$ cat config.mk
export PLATFORM = sky130hd
export DESIGN_NAME = clint_arbiter
export DESIGN_NICKNAME = d
export VERILOG_FILES = /design/src/rtl/clint_pkg.sv /design/src/rtl/rr_arbiter.sv /design/src/rtl/clint_arbiter.sv
export SDC_FILE = /design/constraint.sdc
export NUM_CORES = 1
export LEC_CHECK = 0
export BUFFER_PORTS_ARGS = -buffer_cell sky130_fd_sc_hd__buf_4
export CAP_MARGIN = 20
export CORE_ASPECT_RATIO = 2
export CORE_UTILIZATION = 25
export CTS_BUF_LIST = sky130_fd_sc_hd__clkbuf_8
export CTS_CLUSTER_SIZE = 16
export DETAILED_ROUTE_END_ITERATION = 7
export PLACE_DENSITY = 0.58
export SLEW_MARGIN = 15
export SYNTH_ARGS = -nofsm -noshare
export SYNTH_HDL_FRONTEND = slang
export SYNTH_HIERARCHICAL = 1
export SYNTH_SLANG_ARGS = --single-unit
$ cat constraint.sdc
create_clock -name CLK -period 2.46 [get_ports CLK]
set_clock_uncertainty 0.2 [all_clocks]
set_input_delay 0.492 -clock CLK [delete_from_list [all_inputs] [get_ports CLK]]
set_output_delay 0.492 -clock CLK [all_outputs]
set_load 0.01 [all_outputs]
$ cat src/rtl/clint_pkg.sv
// Shared CLINT constants, widths and arbiter FSM encoding.
package clint_pkg;
    localparam int OFF_W  = 16;
    localparam int DATA_W = 32;

    localparam logic [OFF_W-1:0] MSIP_BASE     = 16'h0000;
    localparam logic [OFF_W-1:0] MTIMECMP_BASE = 16'h4000;
    localparam logic [OFF_W-1:0] MTIME_LO      = 16'hBFF8;
    localparam logic [OFF_W-1:0] MTIME_HI      = 16'hBFFC;

    typedef enum logic [1:0] {
        ST_IDLE  = 2'd0,
        ST_ISSUE = 2'd1,
        ST_RESP  = 2'd2
    } state_t;

    // Pointer width that stays legal for a single requester.
    function automatic int ptr_w(input int n);
        return (n > 1) ? $clog2(n) : 1;
    endfunction
endpackage

$ cat src/rtl/rr_arbiter.sv
// Combinational round-robin pick: first active request at or above ptr, wrapping.
module rr_arbiter
    import clint_pkg::*;
#(
    parameter int N_REQ = 2,
    parameter int PW    = ptr_w(N_REQ)
) (
    input  logic [N_REQ-1:0] req,
    input  logic [PW-1:0]    ptr,
    output logic [N_REQ-1:0] gnt
);
    logic found;

    // Outer loop walks priority order from ptr; inner loop keeps all indices constant.
    always_comb begin
        gnt   = '0;
        found = 1'b0;
        for (int k = 0; k < N_REQ; k++) begin
            for (int j = 0; j < N_REQ; j++) begin
                if (!found && req[j] && (((int'(ptr) + k) % N_REQ) == j)) begin
                    gnt[j] = 1'b1;
                    found  = 1'b1;
                end
            end
        end
    end
endmodule

$ cat src/rtl/clint_arbiter.sv
// Shares one CLINT register port among N_REQ requesters: grant, issue, respond.
module clint_arbiter
    import clint_pkg::*;
#(
    parameter int N_REQ = 2
) (
    input  logic                    CLK,
    input  logic                    RST,
    input  logic [N_REQ-1:0]        i_req,
    input  logic [N_REQ-1:0]        i_we,
    input  logic [OFF_W*N_REQ-1:0]  i_offset,
    input  logic [DATA_W*N_REQ-1:0] i_wdata,
    output logic [N_REQ-1:0]        o_gnt,
    output logic [N_REQ-1:0]        o_rvalid,
    output logic [DATA_W-1:0]       o_rdata,
    output logic [OFF_W-1:0]        o_offset,
    output logic                    o_we,
    output logic [DATA_W-1:0]       o_wdata,
    input  logic [DATA_W-1:0]       i_rdata
);
    localparam int PW = ptr_w(N_REQ);

    state_t            state;
    logic [PW-1:0]     ptr;
    logic [PW-1:0]     win;
    logic [OFF_W-1:0]  lat_off;
    logic [DATA_W-1:0] lat_wdata;
    logic              lat_we;

    logic [N_REQ-1:0]  arb_gnt;
    logic [PW-1:0]     arb_idx;
    logic [PW-1:0]     ptr_nxt;
    logic              sel_we;
    logic [OFF_W-1:0]  sel_off;
    logic [DATA_W-1:0] sel_wdata;

    rr_arbiter #(.N_REQ(N_REQ), .PW(PW)) u_rr (
        .req (i_req),
        .ptr (ptr),
        .gnt (arb_gnt)
    );

    // Encode the one-hot winner and mux its command fields.
    always_comb begin
        arb_idx   = '0;
        sel_we    = 1'b0;
        sel_off   = '0;
        sel_wdata = '0;
        for (int i = 0; i < N_REQ; i++) begin
            if (arb_gnt[i]) begin
                arb_idx   = PW'(i);
                sel_we    = i_we[i];
                sel_off   = i_offset[i*OFF_W +: OFF_W];
                sel_wdata = i_wdata[i*DATA_W +: DATA_W];
            end
        end
    end

    assign ptr_nxt = (arb_idx == PW'(N_REQ-1)) ? '0 : arb_idx + 1'b1;

    always_ff @(posedge CLK) begin
        if (RST) begin
            state     <= ST_IDLE;
            ptr       <= '0;
            win       <= '0;
            lat_off   <= '0;
            lat_wdata <= '0;
            lat_we    <= 1'b0;
        end else begin
            case (state)
                ST_IDLE: begin
                    if (|i_req) begin
                        state     <= ST_ISSUE;
                        win       <= arb_idx;
                        ptr       <= ptr_nxt;
                        lat_we    <= sel_we;
                        lat_off   <= sel_off;
                        lat_wdata <= sel_wdata;
                    end
                end
                ST_ISSUE: state <= ST_RESP;
                ST_RESP:  state <= ST_IDLE;
                default:  state <= ST_IDLE;
            endcase
        end
    end

    // RST gates every output so an in-flight access is dropped on the reset cycle.
    assign o_gnt    = (state == ST_IDLE && !RST) ? arb_gnt : '0;
    assign o_we     = (state == ST_ISSUE) && lat_we && !RST;
    assign o_offset = RST ? '0 : lat_off;
    assign o_wdata  = RST ? '0 : lat_wdata;
    assign o_rdata  = (state == ST_RESP && !RST) ? i_rdata : '0;

    always_comb begin
        o_rvalid = '0;
        for (int i = 0; i < N_REQ; i++)
            o_rvalid[i] = (state == ST_RESP) && !RST && (win == PW'(i));
    end
endmodule

==> reports/qor.tcl <==
set qor(drv.max_cap_violation_count) 0
set qor(finalHoldViolations) 0
set qor(detail_route.wl_per_cell_um) 15.6
set qor(grt_first_pass_wirelength_um) 16200
set qor(power.net_switching_w) 0.000669
set qor(slowest_cell_on_crit_path) {sky130_fd_sc_hd__dfxtp_1}
set qor(endpoint_kind) {primary output}
set qor(drt_first_pass_iters) 5
set qor(pwr-share-clk_pct) 25.8
set qor(max-slew-margin-rel_pct) 33.5
set qor(vias) 3238
set qor(clk_root_buffer_cell) {sky130_fd_sc_hd__clkbuf_8}
set qor(tritoncts_num_sinks) 53
set qor(syn-instance-count) 342
set qor(slew_viol_final) 0
set qor(use_met2_pct) 34.2
set qor(grt_pass1_vias) 3244
set qor(place_congestion) 0.791
set qor(die_h_um) 151
set qor(leading_cell_type_by_number_of_instances_after_synthesis) {sky130_fd_sc_hd__a21oi_1}
set qor(yosys_most_used_dff) {sky130_fd_sc_hd__dfxtp_1}
set qor(viasPerCell) 4.76
set qor(combinationalPowerShare_pct) 31.9
set qor(timing.critical_path.cells) {nor3b_2 -> buf_4 -> and2_1 -> buf_4}
set qor(number_of_antenna_diodes) 0
set qor(grt_start_max_net_pins) 52
set qor(timing.final.crit_share_pct) 93.9
set qor(pin_count) 219
set qor(critical_path_data_required_time_ns) 1.77
set qor(internal_portion_of_total_power_w) 0.00169
set qor(post_synth_instance_area_um2) 2760
set qor(die-area_um2) 11500
set qor(final_cell_count_no_fill) 680
set qor(cp_max_fo) 34
set qor(initialDrtViolationCount) 99
set qor(placed_cells_incl_taps) 672
set qor(dpl.hpwl_um) 7760
set qor(worstSetupStartpointType) {flip-flop}
set qor(setup_viol_count_final) 0
set qor(synthDistinctLibCells) 26
set qor(clockBufferDepth) 2
set qor(crit_buf_inv) 2
set qor(fmax_mhz) 433
set qor(cts-hold-fix-buffers) 0
set qor(area_added_between_synthesis_and_finish_pct) 67.7
set qor(postSynthRegisterBits) 53
set qor(final_antenna_net_count) 0
set qor(worst_ep_arrival_time_ns) 1.62
set qor(syn-num-nets) 476
set qor(worst-setup-path-type) {reg2out}
set qor(cts_resized) 0
set qor(avgSynthCellArea_um2) 8.07
set qor(final_nets) 676
set qor(core_footprint_um2) 10600
set qor(synth_edf_count) 0
set qor(cts_post_setup_buffers_inserted) 0
set qor(tritoncts) {done}
set qor(static-leakage-power_nw) 2.17
set qor(grt_busiest_layer) {met2}
set qor(worst-slew-pin-transition_ns) 0.997
set qor(kind_of_cell_with_the_highest_combined_delay_on_the_critical_path) {flip-flops}
set qor(pwr_density_cell_nw_per_um2) 510
set qor(grt_usage_pct) 17.9
set qor(fin_tns_setup_ns) 0
set qor(ys_top_cells_by_count) {sky130_fd_sc_hd__a21oi_1, sky130_fd_sc_hd__dfxtp_1, sky130_fd_sc_hd__nor2b_1, sky130_fd_sc_hd__a22oi_1, sky130_fd_sc_hd__and2_1}
set qor(std_cell_rows) 53
set qor(placement.io_buffers) 218
set qor(critical-path-max-stage-delay_ns) 0.45
set qor(use_met1_pct) 19.1
set qor(run_status) {complete, no violations}
set qor(synth.top_cells.by_area) {sky130_fd_sc_hd__dfxtp_1, sky130_fd_sc_hd__a21oi_1, sky130_fd_sc_hd__a22oi_1}
set qor(rsz0062_at_grt) {no}
set qor(crit_path_frequent_cell) {sky130_fd_sc_hd__buf_4}
set qor(floorplan.initialDensity_pct) 26.0
set qor(antenna_found_initial) 0
set qor(ir_worst_vdd_v) 0.000313
set qor(clock_insertion_delay_worst_skew_ns) 0.30
set qor(globalRouteMet3Util_pct) 2.97
set qor(drcViolationCount) 0
set qor(async_s_r_ff_share_synth_pct) 0
set qor(min_path_type) {in2reg}
set qor(cts.reportedPaths.clkPinSlew_ns) 0.09
set qor(area_leader_netlist) {sky130_fd_sc_hd__dfxtp_1}
set qor(power_frac_seq_pct) 42.3
set qor(drive_above_1_share_pct) 44.6
set qor(fp.dieW_um) 76.3
set qor(power.switching_fraction_pct) 28.4
set qor(final_core_utilization_pct) 43.6
set qor(yosysWarningCount) 6
set qor(synth.yosys.seq_area_share_pct) 38.4
set qor(globalRoute.totalOverflow) 0
set qor(cts_max_level) 2
set qor(numCtsBuffers) 5
set qor(synthDominantCellAreaShare_pct) 38.4
set qor(final_wl_um) 10600
set qor(finalCriticalPeriod_ns) 2.31
-- flip-flops by register name, summed over array words and instances, names as in the netlist --
| signal | flops |
|---|---|
| lat_off | 16 |
| win | 1 |
| lat_wdata | 32 |
| lat_we | 1 |
| ptr | 1 |
| state | 2 |
-- kinds of logic after synthesis --
group | Yosys count | share of synthesized area, %
AO/OA/AOI/OAI | 152 | 32.2
buffers and inverters | 38 | 6.57
flip-flops | 53 | 38.4
AND/OR/NAND/NOR | 99 | 22.8
-- worst paths after layout --
path	startpoint	end	cells past startpoint	slack [ns]
worst min register to register	ptr	ptr	2	0.32
worst max register to register	state[1]	lat_off[2]	4	0.62
worst min-delay path	i_offset[29]	lat_off[13]	3	0.26
worst max-delay path	state[1]	o_rdata[3]	4	0.15
-- power by group through the flow --
stage / registers, W / logic (W) / clock network [W]
2_1_floorplan: 0.00101 / 0.000392 / 0
3_3_place_gp: 0.00101 / 0.000745 / 0
3_5_place_dp: 0.00102 / 0.000756 / 0
4_1_cts: 0.000998 / 0.000759 / 0.000637
5_1_grt: 0.00101 / 0.000827 / 0.000664
6_report: 0.000998 / 0.000752 / 0.000609
-- placed cells by master (no fill, tap or decap), types with 2 or more instances in the layout --
master / netlist / routed
sky130_fd_sc_hd__a21oi_1: 98 / 98
sky130_fd_sc_hd__a22oi_1: 48 / 48
sky130_fd_sc_hd__and2_1: 36 / 36
sky130_fd_sc_hd__buf_4: 3 / 228
sky130_fd_sc_hd__clkbuf_8: 0 / 6
sky130_fd_sc_hd__dfxtp_1: 53 / 53
sky130_fd_sc_hd__inv_1: 2 / 3
sky130_fd_sc_hd__nand2_1: 2 / 2
sky130_fd_sc_hd__nor2_1: 2 / 2
sky130_fd_sc_hd__nor2b_1: 49 / 49
sky130_fd_sc_hd__o21ai_0: 2 / 2
-- stage by stage --
stage                     worst slack [ns]  total power [W]  hold slack, ns  cell area [µm²]
after floorplan                      0.449          0.00140           0.263             2760
after global placement               0.324          0.00176           0.287             4510
after detailed placement             0.322          0.00177           0.294             4510
after CTS                            0.131          0.00239           0.245             4630
after global routing                0.0396          0.00250           0.277             4630
final                                0.151          0.00236           0.264             4630
-- layer usage --
metal  share of wire, %  routed length [µm]  vias to the layer above
met5                  0                   0                        -
met4                2.6                 273                        0
met3                4.7                 496                       15
met2                 55                5800                      126
met1                 38                4020                     1496
li1                   -                   -                     1601
-- worst min-delay path, cell delays in order --
cell                      delay [ns]
sky130_fd_sc_hd__buf_4          0.11
sky130_fd_sc_hd__nand2_1        0.06
sky130_fd_sc_hd__a31oi_1        0.07
-- cell type report --
cell class | instances | area [µm²]
fill | 1113 | 5980
clock buffer | 6 | 82.6
sequential | 53 | 1060
inverter | 2 | 7.51
tap | 137 | 171
clock inverter | 2 | 33.8
timing repair buffer | 229 | 1730
multi-input combinational | 251 | 1540
No activity file was read; power rests on OpenSTA's default activity.
